[src/rtl/adc_trigger.sv]
// adc_trigger: level/slope trigger with hysteresis and auto timeout, gating DEPTH samples to the buffer
module adc_trigger #(
  parameter int DW = 8,
  parameter int DEPTH = 8192,
  parameter int HYST = 4,
  parameter int AUTO_TIMEOUT = 65535
) (
  input  logic          osc_clk,
  input  logic          reset,
  input  logic          sample_valid,
  input  logic [DW-1:0] sample_data,
  input  logic [DW-1:0] trig_level,
  input  logic          trig_slope,
  input  logic          auto_mode,
  input  logic          rearm,
  output logic          write_enable,
  output logic [DW-1:0] write_data,
  output logic          capture_done,
  output logic          triggered,
  output logic          armed
);
  localparam int WW = $clog2(DEPTH + 1);
  localparam int TW = $clog2(AUTO_TIMEOUT + 1);
  localparam logic [DW:0] HY = (DW + 1)'(HYST);
  localparam logic [DW:0] TOP = {1'b0, {DW{1'b1}}};
  typedef enum logic [1:0] {PRIME, ARMED, CAPTURE, DONE} state_t;
  state_t state, state_n;
  logic [TW-1:0] tcnt, tcnt_n;
  logic [WW-1:0] wcnt, wcnt_n;
  logic [DW-1:0] level_q, wd_n;
  logic slope_q, auto_q, we_n, trig_n, done_n;
  logic [DW:0] lvl_x, smp_x, lo, hi_raw, hi;
  logic waiting, hit, prime_ok, timeout, start, write, last;
  assign lvl_x    = {1'b0, level_q};
  assign smp_x    = {1'b0, sample_data};
  assign lo       = lvl_x < HY ? '0 : lvl_x - HY;
  assign hi_raw   = lvl_x + HY;
  assign hi       = hi_raw > TOP ? TOP : hi_raw;
  assign waiting  = state == PRIME || state == ARMED;
  assign hit      = state == ARMED && (slope_q ? sample_data >= level_q : sample_data <= level_q);
  assign prime_ok = state == PRIME && (slope_q ? smp_x <= lo : smp_x >= hi);
  assign timeout  = auto_q && tcnt == TW'(AUTO_TIMEOUT - 1);
  assign start    = waiting && (hit || timeout);
  assign write    = start || state == CAPTURE;
  assign last     = start ? DEPTH == 1 : wcnt == WW'(DEPTH - 1);
  always_comb begin
    state_n = state;
    tcnt_n  = tcnt;
    wcnt_n  = wcnt;
    trig_n  = triggered;
    done_n  = capture_done;
    we_n    = 1'b0;
    wd_n    = write_data;
    if (rearm) begin
      state_n = PRIME;
      tcnt_n  = '0;
      wcnt_n  = '0;
      trig_n  = 1'b0;
      done_n  = 1'b0;
    end else if (sample_valid) begin
      if (write) begin
        we_n    = 1'b1;
        wd_n    = sample_data;
        wcnt_n  = start ? WW'(1) : wcnt + 1'b1;
        state_n = last ? DONE : CAPTURE;
        done_n  = last;
        trig_n  = start ? hit : triggered;
      end else if (prime_ok) begin
        state_n = ARMED;
      end
      if (waiting && !start)
        tcnt_n = tcnt == TW'(AUTO_TIMEOUT) ? tcnt : tcnt + 1'b1;
    end
  end
  // config is sampled only at reset/rearm so mid-capture changes are ignored
  always_ff @(posedge osc_clk) begin
    if (reset || rearm) begin
      level_q <= trig_level;
      slope_q <= trig_slope;
      auto_q  <= auto_mode;
    end
    if (reset) begin
      state        <= PRIME;
      tcnt         <= '0;
      wcnt         <= '0;
      write_enable <= 1'b0;
      write_data   <= '0;
      capture_done <= 1'b0;
      triggered    <= 1'b0;
      armed        <= 1'b0;
    end else begin
      state        <= state_n;
      tcnt         <= tcnt_n;
      wcnt         <= wcnt_n;
      write_enable <= we_n;
      write_data   <= wd_n;
      capture_done <= done_n;
      triggered    <= trig_n;
      armed        <= state_n == ARMED;
    end
  end
endmodule
[config.mk]
export PLATFORM = sky130hd
export DESIGN_NAME = adc_trigger
export DESIGN_NICKNAME = d
export VERILOG_FILES = /design/src/rtl/adc_trigger.sv
export SDC_FILE = /design/constraint.sdc
export NUM_CORES = 1
export LEC_CHECK = 0
export CORE_MARGIN = 3
export CORE_UTILIZATION = 30
export DETAILED_ROUTE_END_ITERATION = 10
export GPL_ROUTABILITY_DRIVEN = 0
export GPL_TIMING_DRIVEN = 0
export PLACE_DENSITY = 0.43
export SLEW_MARGIN = 20
export SYNTH_ARGS = -nofsm -noshare
export SYNTH_HDL_FRONTEND = slang
export SYNTH_SLANG_ARGS = --single-unit
[constraint.sdc]
create_clock -name osc_clk -period 6.8 [get_ports osc_clk]
set_clock_uncertainty 0.2 [all_clocks]
set_input_delay 2.04 -clock osc_clk [delete_from_list [all_inputs] [get_ports osc_clk]]
set_output_delay 2.04 -clock osc_clk [all_outputs]
set_load 0.02 [all_outputs]
==> metrics <==
pwr dens=187 mW/mm^2; Non-Filler Instances=578; slew margin rel.=0.351; RSZ-0062 raised after global routing=false; layout cells sized above 1=0.0434; Period minus WS final=between 4 and 5 ns; Fmax=around 200 MHz; Lkg Pwr=between 0.001 and 0.0015 uW; crit-path max FO=10; fraction of registers with async set/reset=0; Post-CTS Setup Bufs=0; DR DRC count=0; HP Class=reg2reg; critical path data arrival time=roughly 5 ns; Cell Area, Synth=around 0.0034 sq mm; Period Utilization, post-route=0.734; Worst Hold Slack=~0.28 ns; Final Max Slew Viols=0; number of global-route vias before repair=3,058; syn_nets=450; Synth Register Bits=between 50 and 60; Layout Nets=489; max_cap viols=0; fillers=1,162; CTS tree=done; area occupied by multi-input gates=between 0.002 and 0.0025 sq mm; CP endpoint kind=flip-flop; total power=between 700 and 800 uW; Worst-Margin Slew=0.973 ns; Die Height=roughly 110 microns; initial core utilization=0.311; Setup Viol. Count Final=0; CTS H-tree depth=2; mean number of vias per cell=~5.3; fin area=0.00406 sq mm; crit start category=input port; post-synth cell types=52; CTS buffer count=5; antenna violations before repair=0; Total GRT Usage=0.149; Max VDD drop=around 0.000084 V; status=complete, no violations; Placeable Area=0.0110 sq mm; Post-Route WL=around 9000 microns; final-report hold violation count=0; post-synthesis sequential area ratio=0.346; Die W=between 100 and 150 microns; root buf cell=clkbuf_16; Worst EP required=roughly 7 ns; Row Count=38; area grow syn2layout=18.8%; post-CTS sizing=0; Die ar.=0.0127 sq mm; # diodes=0; number of enable flip-flop cells after synthesis=10; Sinks on Clock Net=54; Pre-Repair DR Iteration Count=4; Final ANT Viol Nets=0; placed inst area=0.00391 sq mm; Final HPWL DP=between 6000 and 7000 microns; via count=about 3,100; Setup TNS=0 ns; PortBufs=32; synthesized instance count=between 300 and 400; Synth Warn #=0; DR WL/cell=between 15 and 20 microns; Main synth FF type=dfxtp_1; CTS hold repair buffers=0; Clock Tree Buf Depth=2; # IOs=34; largest net degree at the start of global routing=20; number of DRC markers in iteration 0=roughly 180; grt ovf=0; synthesized area per cell=8.57 sq um; placed cells=570; Worst Setup Path Type=in2reg; register area=~0.0012 sq mm; first-pass GRT wire length=15,300 microns; CTS clk-pin slew, worst paths=0.07 ns; clock latency on the worst-skew pair=around 0.30 ns
## cell usage after synthesis (2+ instances only)
cell | n | area share
dfxtp_1 | 44 | 0.26
a21oi_1 | 38 | 0.056
nand2_1 | 32 | 0.035
ha_1 | 30 | 0.11
nor2_1 | 23 | 0.025
nand2b_1 | 19 | 0.035
nand3_1 | 17 | 0.025
o21ai_0 | 17 | 0.025
or4_1 | 17 | 0.037
o31ai_1 | 16 | 0.035
inv_1 | 14 | 0.015
nand4_1 | 12 | 0.022
edfxtp_1 | 10 | 0.088
mux2i_1 | 10 | 0.029
or3_1 | 10 | 0.018
and3_1 | 9 | 0.017
clkbuf_1 | 9 | 0.0099
nor3_1 | 8 | 0.012
and2_1 | 7 | 0.013
a31oi_1 | 5 | 0.0092
nor2b_1 | 4 | 0.0073
nor4_1 | 4 | 0.0073
xnor2_1 | 4 | 0.010
a211oi_1 | 3 | 0.0066
a21o_1 | 3 | 0.0066
o211ai_1 | 3 | 0.0066
o21a_1 | 3 | 0.0066
o22ai_1 | 2 | 0.0037
o41ai_1 | 2 | 0.0051
## cells in the final DEF (no fill, tap or decap), types with 4 or more instances in the layout
cell type / instances
or3_1: 10
and2_1: 7
nor2_1: 23
ha_1: 30
clkbuf_1: 10
xnor2_1: 4
o21ai_0: 17
a31oi_1: 5
a21oi_1: 38
mux2i_1: 10
nor2b_1: 4
and3_1: 9
or4_1: 17
dfxtp_1: 44
nand2_1: 32
nand3_1: 17
nand4_1: 12
o31ai_1: 16
clkdlybuf4s50_1: 32
nand2b_1: 19
inv_1: 14
edfxtp_1: 10
nor4_1: 4
clkbuf_16: 5
nor3_1: 8
## report_power, final
group	total [uW]	leakage, uW	internal (uW)	switching (uW)
Sequential	343	0.000457	334	8.66
Combinational	150	0.000904	63.9	85.8
Clock	267	0.0000739	147	121
## path summary, 6_finish.rpt
| path | from | endpoint | slack (ns) | cells past startpoint |
|---|---|---|---|---|
| setup / recovery | sample_data[7] | tcnt[4]$_SDFFE_PP0P_ | 1.81 | 9 |
| setup reg to reg | level_q[5]$_DFFE_PP_ | armed$_SDFF_PP0_ | 3.26 | 14 |
| hold / removal | write_data[7]$_SDFFE_PP0P_ | write_data[7]$_SDFFE_PP0P_ | 0.28 | 2 |
| hold reg to reg | write_data[7]$_SDFFE_PP0P_ | write_data[7]$_SDFFE_PP0P_ | 0.28 | 2 |
## critical path, cell delays in order
cell	delay, ns
clkdlybuf4s50_1	0.56
ha_1	0.40
nand2_1	0.06
o21ai_1	0.30
mux2_2	0.41
o31a_1	0.43
clkbuf_1	0.28
or3_1	0.40
a21oi_1	0.14
## cell type report
class	instances	share of cell area
Buffer	12	0.0133
Clock buffer	7	0.0352
Clock inverter	1	0.00123
Inverter	14	0.0130
Multi-Input combinational cell	318	0.524
Sequential cell	54	0.291
Tap cell	140	0.0432
Timing Repair Buffer	32	0.0790
## sequential cells by signal, summed over array words and instances, names as in the netlist
name,count
auto_q,1
level_q,8
slope_q,1
armed,1
triggered,1
write_data,8
state,2
capture_done,1
wcnt,14
tcnt,16
write_enable,1
## per-layer routing
metal | vias up | GRT usage | share of wire
li1 | 1580 | - | -
met1 | 1436 | 0.207 | 0.52
met2 | 35 | 0.234 | 0.44
met3 | 9 | 0.0280 | 0.028
met4 | 0 | 0.0433 | 0.013
met5 | - | 0 | 0
## stage by stage
stage / utilization / setup WS [ns]
3_3_place_gp: 0.356 / 1.48
2_1_floorplan: - / 2.40
6_report: 0.369 / 1.81
5_1_grt: 0.369 / 1.57
4_1_cts: 0.369 / 1.79
3_5_place_dp: 0.356 / 1.47
## kinds of logic (layout without fill, tap and decap cells)
kind of cell    count (synthesis)  count (layout)  share of synthesized area
compound gates                 99              99                      0.179
xor+xnor                        5               5                     0.0128
fa+ha+maj                      30              30                      0.110
buf+inv                        26              66                     0.0312
flops                          54              54                      0.346
mux                            11              11                     0.0326
simple gates                  173             173                      0.288
Note: power is estimated with default switching activity, not from simulation.
